$ cat config.mk
export PLATFORM = sky130hd
export DESIGN_NAME = uart_tx_flat
export DESIGN_NICKNAME = d
export VERILOG_FILES = /design/src/rtl/uart_pkg.sv /design/src/rtl/uart_tx_if.sv /design/src/rtl/uart_baud_cnt.sv /design/src/rtl/uart_tx.sv /design/src/flat_wrapper.sv
export SDC_FILE = /design/constraint.sdc
export NUM_CORES = 1
export LEC_CHECK = 0
export CORE_ASPECT_RATIO = 1.2
export CORE_MARGIN = 2
export CORE_UTILIZATION = 30
export DETAILED_ROUTE_END_ITERATION = 16
export GPL_TIMING_DRIVEN = 1
export MAX_ROUTING_LAYER = met4
export SYNTH_ARGS = -nofsm -noshare
export SYNTH_HDL_FRONTEND = slang
export SYNTH_HIERARCHICAL = 1
export SYNTH_SLANG_ARGS = --single-unit
$ cat constraint.sdc
create_clock -name i_Clock -period 3.4 [get_ports i_Clock]
set_clock_uncertainty 0.2 [all_clocks]
set_input_delay 0.51 -clock i_Clock [delete_from_list [all_inputs] [get_ports i_Clock]]
set_output_delay 0.51 -clock i_Clock [all_outputs]
set_load 0.005 [all_outputs]
$ cat src/rtl/uart_pkg.sv
// Shared UART definitions: FSM state encodings, default bit period, parity type.
// Used by both the transmitter and the receiver.
package uart_pkg;

  localparam int UART_CLKS_PER_BIT_DEF = 870;

  // Parity sense: 0 = even (XOR of data bits), 1 = odd.
  localparam logic UART_PARITY_EVEN = 1'b0;
  localparam logic UART_PARITY_ODD  = 1'b1;
  localparam logic UART_PARITY_TYPE = UART_PARITY_EVEN;

  typedef enum logic [2:0] {
    ST_IDLE   = 3'd0,
    ST_START  = 3'd1,
    ST_DATA   = 3'd2,
    ST_PARITY = 3'd3,
    ST_STOP   = 3'd4
  } uart_state_e;

  function automatic logic uart_parity(input logic [7:0] data,
                                       input logic       ptype = UART_PARITY_TYPE);
    return (^data) ^ ptype;
  endfunction

endpackage

$ cat src/rtl/uart_tx_if.sv
// Transmit request/status bundle between a byte producer and uart_tx.
// The producer strobes i_Tx_DV for one cycle while o_Tx_Ready is high.
interface uart_tx_if;
  logic       i_Tx_DV;
  logic [7:0] i_Tx_Byte;
  logic       o_Tx_Serial;
  logic       o_Tx_Active;
  logic       o_Tx_Ready;
  logic       o_Tx_Done;

  modport master (
    output i_Tx_DV, i_Tx_Byte,
    input  o_Tx_Serial, o_Tx_Active, o_Tx_Ready, o_Tx_Done
  );

  modport slave (
    input  i_Tx_DV, i_Tx_Byte,
    output o_Tx_Serial, o_Tx_Active, o_Tx_Ready, o_Tx_Done
  );
endinterface

$ cat src/rtl/uart_baud_cnt.sv
// Per-bit clock counter: counts 0..CLKS_PER_BIT-1 while enabled, wraps at the bit boundary.
// Terminal-count pulse is combinational in the last cycle of each bit; clear has priority.
module uart_baud_cnt #(
  parameter int CLKS_PER_BIT = 870
) (
  input  logic i_Clock,
  input  logic i_Reset,
  input  logic clear,
  input  logic enable,
  output logic tc
);

  localparam int CNT_W = (CLKS_PER_BIT > 1) ? $clog2(CLKS_PER_BIT) : 1;
  localparam logic [CNT_W-1:0] CNT_MAX = CNT_W'(CLKS_PER_BIT - 1);

  logic [CNT_W-1:0] cnt_q;

  assign tc = enable && (cnt_q == CNT_MAX);

  always_ff @(posedge i_Clock) begin
    if (i_Reset || clear) begin
      cnt_q <= '0;
    end else if (enable) begin
      cnt_q <= tc ? '0 : cnt_q + CNT_W'(1);
    end
  end

endmodule

$ cat src/rtl/uart_tx.sv
// UART transmitter: start, 8 data bits LSB first, optional even parity (UART_TX_PARITY_EN), stop.
// Line goes low the cycle after an accepted i_Tx_DV; requests while busy are dropped.
module uart_tx
  import uart_pkg::*;
#(
  parameter int CLKS_PER_BIT = UART_CLKS_PER_BIT_DEF
) (
  input  logic      i_Clock,
  input  logic      i_Reset,
  uart_tx_if.slave  tx
);

  uart_state_e state_q, state_d;
  logic [7:0]  shift_q, shift_d;
  logic [2:0]  bit_idx_q, bit_idx_d;
  logic        serial_q, serial_d;
  logic        active_q, done_q;
  logic        baud_clr, baud_en, baud_tc;
`ifdef UART_TX_PARITY_EN
  logic        parity_q, parity_d;
`endif

  uart_baud_cnt #(
    .CLKS_PER_BIT (CLKS_PER_BIT)
  ) u_baud_cnt (
    .i_Clock (i_Clock),
    .i_Reset (i_Reset),
    .clear   (baud_clr),
    .enable  (baud_en),
    .tc      (baud_tc)
  );

  always_comb begin
    state_d   = state_q;
    shift_d   = shift_q;
    bit_idx_d = bit_idx_q;
    baud_clr  = 1'b0;
    baud_en   = (state_q != ST_IDLE);
`ifdef UART_TX_PARITY_EN
    parity_d  = parity_q;
`endif
    case (state_q)
      ST_IDLE: begin
        baud_clr = 1'b1;
        if (tx.i_Tx_DV) begin
          state_d   = ST_START;
          shift_d   = tx.i_Tx_Byte;
          bit_idx_d = 3'd0;
`ifdef UART_TX_PARITY_EN
          parity_d  = uart_parity(tx.i_Tx_Byte);
`endif
        end
      end
      ST_START: begin
        if (baud_tc) state_d = ST_DATA;
      end
      ST_DATA: begin
        if (baud_tc) begin
          if (bit_idx_q == 3'd7) begin
`ifdef UART_TX_PARITY_EN
            state_d = ST_PARITY;
`else
            state_d = ST_STOP;
`endif
          end else begin
            bit_idx_d = bit_idx_q + 3'd1;
            shift_d   = {1'b0, shift_q[7:1]};
          end
        end
      end
`ifdef UART_TX_PARITY_EN
      ST_PARITY: begin
        if (baud_tc) state_d = ST_STOP;
      end
`endif
      ST_STOP: begin
        if (baud_tc) state_d = ST_IDLE;
      end
      default: state_d = ST_IDLE;
    endcase

    // Line level is decoded from the next state so the register leads the state by nothing.
    serial_d = 1'b1;
    case (state_d)
      ST_START:  serial_d = 1'b0;
      ST_DATA:   serial_d = shift_d[0];
`ifdef UART_TX_PARITY_EN
      ST_PARITY: serial_d = parity_q;
`endif
      default:   serial_d = 1'b1;
    endcase
  end

  always_ff @(posedge i_Clock) begin
    if (i_Reset) begin
      state_q   <= ST_IDLE;
      shift_q   <= '0;
      bit_idx_q <= '0;
      serial_q  <= 1'b1;
      active_q  <= 1'b0;
      done_q    <= 1'b0;
`ifdef UART_TX_PARITY_EN
      parity_q  <= 1'b0;
`endif
    end else begin
      state_q   <= state_d;
      shift_q   <= shift_d;
      bit_idx_q <= bit_idx_d;
      serial_q  <= serial_d;
      active_q  <= (state_d != ST_IDLE);
      done_q    <= (state_q == ST_STOP) && baud_tc;
`ifdef UART_TX_PARITY_EN
      parity_q  <= parity_d;
`endif
    end
  end

  assign tx.o_Tx_Serial = serial_q;
  assign tx.o_Tx_Active = active_q;
  assign tx.o_Tx_Done   = done_q;
  assign tx.o_Tx_Ready  = (state_q == ST_IDLE);

endmodule

$ cat src/flat_wrapper.sv
// flat-port wrapper written by rule: the top's interface ports become plain ports
module uart_tx_flat import uart_pkg::*;
#(
  parameter int CLKS_PER_BIT = UART_CLKS_PER_BIT_DEF
)
  (i_Clock, i_Reset, tx_i_Tx_DV, tx_i_Tx_Byte, tx_o_Tx_Serial, tx_o_Tx_Active, tx_o_Tx_Ready, tx_o_Tx_Done);
  uart_tx_if tx_i ();
  input  logic i_Clock;
  input  logic i_Reset;
  input wire logic [$bits(tx_i.i_Tx_DV)-1:0] tx_i_Tx_DV;
  input wire logic [$bits(tx_i.i_Tx_Byte)-1:0] tx_i_Tx_Byte;
  output wire logic [$bits(tx_i.o_Tx_Serial)-1:0] tx_o_Tx_Serial;
  output wire logic [$bits(tx_i.o_Tx_Active)-1:0] tx_o_Tx_Active;
  output wire logic [$bits(tx_i.o_Tx_Ready)-1:0] tx_o_Tx_Ready;
  output wire logic [$bits(tx_i.o_Tx_Done)-1:0] tx_o_Tx_Done;
  assign tx_i.i_Tx_DV = tx_i_Tx_DV;
  assign tx_i.i_Tx_Byte = tx_i_Tx_Byte;
  assign tx_o_Tx_Serial = tx_i.o_Tx_Serial;
  assign tx_o_Tx_Active = tx_i.o_Tx_Active;
  assign tx_o_Tx_Ready = tx_i.o_Tx_Ready;
  assign tx_o_Tx_Done = tx_i.o_Tx_Done;
  uart_tx #(.CLKS_PER_BIT(CLKS_PER_BIT)) u_core (.i_Clock(i_Clock), .i_Reset(i_Reset), .tx(tx_i));
endmodule
==> reports/results.ini, run 1 <==
[logic_synthesis]
synthSimpleGateAreaFrac=0.2659
netlist_instances=134
syn_nets=149
synth_fa_ha_area_frac=0.03854
netlist_top_cells_count=dfxtp_1, a21oi_1, nand2_1
synthMuxAreaShare=0.02312
yosys.area.top_type=dfxtp_1
synth_cell_types=38
synth_xor_area_frac=0.01349
synth_edf_count=0
yosysWarnings=6
synth_top_area_share=0.4162
async_reset_ff_frac=0
synth-seq-cells=27
synth_top_family_by_area=simple AND/OR/NAND/NOR gates
synth_area_um2=1299
ys_dominant_reg_cell=dfxtp_1
synth.area.top_cells=dfxtp_1, a21oi_1, ha_1
synth_compound_area_frac=0.1994
synth_area_per_cell_um2=9.692
post-synth-top-count-cell=dfxtp_1
seq_area_frac_synth=0.4162

[clock_tree]
cts_resized=0
cts.hold.buffers_added=0
cts.sinks=27
tritoncts=built
clk_latency_ns=0.27
cts_made_buffers=3
htreeDepth=1
cts_setup_buffers=0
path_clk_slew_ns=0.09
clk_path_buf_depth=2
cts_root_buf=clkbuf_8

[place]
port_buffers=14
placed_cell_area_um2=1486
dp_worst_setup_slack_ns=0.7771
gp_congestion=0.7515
dp_hpwl_um=1985

[layout]
regArea_um2=540.5
antenna_cells=0
nets=166
fillers=448
multi_input_area_um2=701.9
syn2layout_area_growth_pct=18.02
final_layout_size_suffix_gt1_frac=0.1200
final_cell_area_um2=1533

[timing]
rsz0062_at_grt=false
finalHoldWorstSlack_ns=0.2597
drv_slew=0
finalHoldViolCount=0
min_period_over_period=0.7790
setup_viol=0
fmax_ghz=0.3776
fin_tns_setup_ns=0
period_needed_ns=2.648
layout_setup_ws_ns=0.7515
worst_slew_pin_slew_ns=0.6315
max_slew_margin=0.5777

[die]
die_area_um2=4874
initial_core_util=0.3095
die_h_um=76.08
ios=15
die_x_um=64.07
placementRows=26
coreArea_um2=4197

[route]
firstDrtPassIters=4
wl_um=2560
drcViolationCount=0
wl_per_cell_um=12.43
ant_nets=0
drtIter0Drc=19
num_vias=1030
via_per_inst=5.000

[power]
intPower_mw=0.4395
swShare=0.2285
seq_power_share=0.584
p_switching_mw=0.1301
p_clk_frac=0.313
ir_worst_vdd_uv=190.1
combinationalPowerShare=0.103
p_leak_nw=0.5335
p_per_area_nw_per_um2=371.6
total_power_mw=0.5696

[setup_path]
worstSetupStartpointType=flip-flop
critPathRequiredTime_ns=3.39
end_kind=flip-flop
worstPathArrival_ns=2.64
crit_type=flip-flop to flip-flop
cp_max_fo=9

[status]
outcome=finished clean

[job]
maxCapViolCount=0

[global_routing]
grt_usage=0.1140
gr-total-overflow=0
first_global_vias=1047
grt_max_degree=17
antenna_found_initial=0
grt_pass1_wl_um=4464

[hold_path]
min_path_type=flip-flop to flip-flop

## flip-flops by register name, indices dropped and copies added (netlist names)
name	flops
u_core/state_q	3
u_core/tx.o_Tx_Active	1
u_core/shift_q	8
u_core/tx.o_Tx_Serial	1
u_core/bit_idx_q	3
u_core/tx.o_Tx_Done	1
u_core/u_baud_cnt/cnt_q	10
## path summary, 6_finish.rpt
| path | slack (ns) | cells past startpoint | start | to |
|---|---|---|---|---|
| setup / recovery | 0.75 | 9 | u_core/state_q[2] | u_core/shift_q[7] |
| hold / removal | 0.26 | 2 | u_core/shift_q[3] | u_core/shift_q[3] |
| setup reg to reg | 0.75 | 9 | u_core/state_q[2] | u_core/shift_q[7] |
| hold reg to reg | 0.26 | 2 | u_core/shift_q[3] | u_core/shift_q[3] |
## kinds of logic after synthesis
kind of cell             Yosys count
buffers and inverters              9
flip-flops                        27
XOR/XNOR                           2
AO/OA/AOI/OAI                     35
AND/OR/NAND/NOR                   54
adder cells (fa/ha/maj)            4
multiplexers                       3
## layer usage
metal	vias up	track usage	share of wire
met5	-	-	0
met4	0	0.01957	0.0055
met3	2	0.01920	0.032
met2	17	0.2167	0.54
met1	487	0.1223	0.42
li1	524	-	-
## area by class of cell
class,instances,share of cell area
multi-input combinational,98,0.4580
sequential,27,0.3527
timing repair buffer,16,0.1012
tap,56,0.04571
clock buffer,3,0.02694
inverter,5,0.01224
clock inverter,1,0.003265
## layout by cell type (no fill, tap or decap), drive strengths merged, types with 3 or more instances in the layout
cell / instances
a21oi: 15
a22oi: 6
clkbuf: 3
clkdlybuf4s50: 14
dfxtp: 27
ha: 4
inv: 5
mux2i: 3
nand2: 13
nand3: 4
nand4: 3
nor2: 8
nor2b: 3
nor3: 3
o21ai: 5
o31ai: 4
or3: 6
## critical path, stage by stage (launching register included)
cell and delay [ns]:
dfxtp_1 0.42, or3_2 0.60, nand2_1 0.19, nor4_1 0.08
buf_4 0.17, nand2_1 0.09, nor4_2 0.05, buf_4 0.18
or3b_2 0.44, a21oi_1 0.15
## power by group through the flow
stage / logic [mW] / registers (mW) / clock network [mW]
floorplan: 0.0379 / 0.337 / 0
global placement: 0.0581 / 0.339 / 0
detailed placement: 0.0597 / 0.340 / 0
CTS: 0.0597 / 0.333 / 0.188
global route: 0.0643 / 0.334 / 0.202
finish: 0.0588 / 0.333 / 0.178
## through the flow
step,utilization,instances
floorplan,-,134
global placement,0.3542,202
detailed placement,0.3542,202
CTS,0.3652,206
global route,0.3652,206
finish,0.3652,206
(Power assumes the default switching activity.)
==> inputs of run 2 (changes only) <==
==> constraint.sdc (replaced) <==
create_clock -name i_Clock -period 2.4 [get_ports i_Clock]
set_clock_uncertainty 0.2 [all_clocks]
set_input_delay 0.36 -clock i_Clock [delete_from_list [all_inputs] [get_ports i_Clock]]
set_output_delay 0.36 -clock i_Clock [all_outputs]
set_load 0.005 [all_outputs]
==> run 2 against run 1 <==
Fmax rose by 15%. Critical endpoint is now u_core/shift_q[5]. Combinational power grew 73%. Critical path depth unchanged. Register-to-register slack got worse by 0.66 ns. Sequential power is 40% higher. Largest cell class unchanged. Hold slack better by 0.0058 ns. Flip-flop and latch count did not move. Power grew 45%.
==> reports/results.ini, run 2 (synthesized netlist as in run 1, its figures left out) <==
[status]
outcome=finished clean

[die]
die_x_um=64.07  ; unchanged
placementRows=26  ; unchanged
initial_core_util=0.3095  ; unchanged
die_area_um2=4874  ; unchanged
die_h_um=76.08  ; unchanged
ios=15  ; unchanged
coreArea_um2=4197  ; unchanged

[clock_tree]
cts_root_buf=clkbuf_8
cts_made_buffers=3  ; unchanged
cts.sinks=27  ; unchanged
clk_latency_ns=0.27  ; about the same
tritoncts=built
path_clk_slew_ns=0.09  ; about the same
clk_path_buf_depth=2  ; unchanged
htreeDepth=1  ; unchanged

[layout]
final_layout_size_suffix_gt1_frac=0.2454  ; +0.1254
final_cell_area_um2=1702  ; +11%
reg_top3=u_core/u_baud_cnt/cnt_q (10), u_core/shift_q (8)
antenna_cells=0  ; unchanged
largest_register_ffs=10  ; unchanged
most-common-layout-cells=dfxtp_1, clkdlybuf4s50_1, a21oi_1, buf_4, nand2_1
syn2layout_area_growth_pct=31.02
nets=179  ; +7.8%
regMostFlops=u_core/u_baud_cnt/cnt_q
fillers=420  ; -6.3%
final_common_cell=dfxtp_1

[place]
gp_congestion=0.8206  ; +9.2%
dp_worst_setup_slack_ns=0.09021  ; -0.6869 ns
dp_hpwl_um=2120  ; +6.8%
placed_cell_area_um2=1570  ; +5.6%
port_buffers=14  ; unchanged

[power]
swShare=0.2349  ; +0.006415
seq_power_share=0.565  ; -0.019
p_switching_mw=0.1938  ; +49%
p_per_area_nw_per_um2=485.0  ; +30%
p_leak_nw=0.6202  ; +16%
total_power_mw=0.8253  ; +45%
ir_worst_vdd_uv=257.3  ; +35%
combinationalPowerShare=0.123  ; +0.020
intPower_mw=0.6314  ; +44%
p_clk_frac=0.312  ; about the same

[global_routing]
grt_use_met1=0.1182  ; -0.004095
grt_usage=0.1205  ; +0.006472
gr-total-overflow=0  ; unchanged
first_global_vias=1115  ; +6.5%
grtUsageMet3=0.02216  ; +0.002954
grt.busiest_layer=met2
use_met2=0.2281  ; +0.01146
antenna_found_initial=0  ; unchanged
grt_pass1_wl_um=4629  ; +3.7%
grt_max_degree=16  ; -1

[setup_path]
crit_type=flip-flop to flip-flop
cp_max_fo=5  ; -4
worst_path_most_repeated_cell=nor4_4
end_kind=flip-flop
critPathRequiredTime_ns=2.41  ; -0.98 ns
critPathMaxStageDelay_ns=0.40  ; -0.20 ns
worstSetupStartpointType=flip-flop
worstPathArrival_ns=2.32  ; -0.32 ns
path_cells=inv_1 -> ha_2 -> nand4bb_4 -> nor4_4 -> nand2_2 -> nor4_4 -> buf_4 -> a22oi_1 -> a21oi_1
cpMaxStageDelayCell=nor4_4
cp_top_family=simple AND/OR/NAND/NOR gates
cp.buffers_inverters=2  ; unchanged

[route]
drtIter0Drc=13  ; -6
ant_nets=0  ; unchanged
drcViolationCount=0  ; unchanged
wl_per_cell_um=12.69  ; +2.1%
wl_um=2779  ; +8.6%
via_per_inst=4.986  ; -0.27%
num_vias=1092  ; +6.0%
firstDrtPassIters=4  ; unchanged

[timing]
setup_viol=0  ; unchanged
finalHoldWorstSlack_ns=0.2655  ; +0.005781 ns
rsz0062_at_grt=true
period_needed_ns=2.310  ; -0.3383 ns
drv_slew=0  ; unchanged
layout_setup_ws_ns=0.08980  ; -0.6617 ns
worst_slew_pin_slew_ns=0.6480  ; +0.01652 ns
max_slew_margin=0.5665  ; -0.01117
fmax_ghz=0.4329  ; +15%
finalHoldViolCount=0  ; unchanged
min_period_over_period=0.9626  ; +0.1836

[hold_path]
min_path_type=flip-flop to flip-flop

[job]
maxCapViolCount=0  ; unchanged

run 2: per-layer routing:
| layer | wire length, µm | vias to the layer above | share of wire |
|---|---|---|---|
| li1 | - | 551 | - |
| met1 | 1146 | 525 | 0.41 |
| met2 | 1535 | 12 | 0.55 |
| met3 | 58 | 4 | 0.021 |
| met4 | 39 | 0 | 0.014 |
| met5 | 0 | - | 0 |
run 2: final timing paths:
check	startpoint	end	slack [ns]	cells past startpoint
setup reg to reg	u_core/u_baud_cnt/cnt_q[1]	u_core/shift_q[5]	0.09	9
setup / recovery	u_core/u_baud_cnt/cnt_q[1]	u_core/shift_q[5]	0.09	9
hold reg to reg	u_core/shift_q[6]	u_core/shift_q[6]	0.27	2
hold / removal	u_core/shift_q[6]	u_core/shift_q[6]	0.27	2
run 2: layout make-up:
type | instances | area, µm² | area share
multi-input cells | 98 | 762.0 | 0.4478
clock inverters | 1 | 5.005 | 0.002941
flip-flops and latches | 27 | 548.0 | 0.3221
inverters | 5 | 18.77 | 0.01103
repair buffers | 29 | 256.5 | 0.1507
well taps | 56 | 70.07 | 0.04118
clock buffers | 3 | 41.29 | 0.02426
run 2: power by group through the flow:
stage | clock network (mW) | registers (mW) | logic [mW]
final | 0.258 | 0.466 | 0.102
after global routing | 0.286 | 0.468 | 0.110
after global placement | 0 | 0.478 | 0.0961
after detailed placement | 0 | 0.478 | 0.0991
after floorplan | 0 | 0.477 | 0.0544
after CTS | 0.267 | 0.468 | 0.100
run 2: timing repair:
action	4_1_cts	5_1_grt
pin swaps	0	4
hold buffers	0	0
gates resized for setup	1	11
buffers inserted	0	5
setup endpoints to repair	1	9
run 2: metrics by stage:
stage               TNS [ns]  std cells  utilization
floorplan                  0        134            -
global placement           0        210       0.3742
detailed placement         0        210       0.3742
CTS                        0        214       0.3861
global route         -0.1103        219       0.4055
finish                     0        219       0.4055
run 2: worst min-delay path: cells and delay by family (launching register included):
| kind | cells | cell delay (ns) |
|---|---|---|
| compound gates | 1 | 0.05 |
| flops | 1 | 0.32 |
| simple gates | 1 | 0.05 |
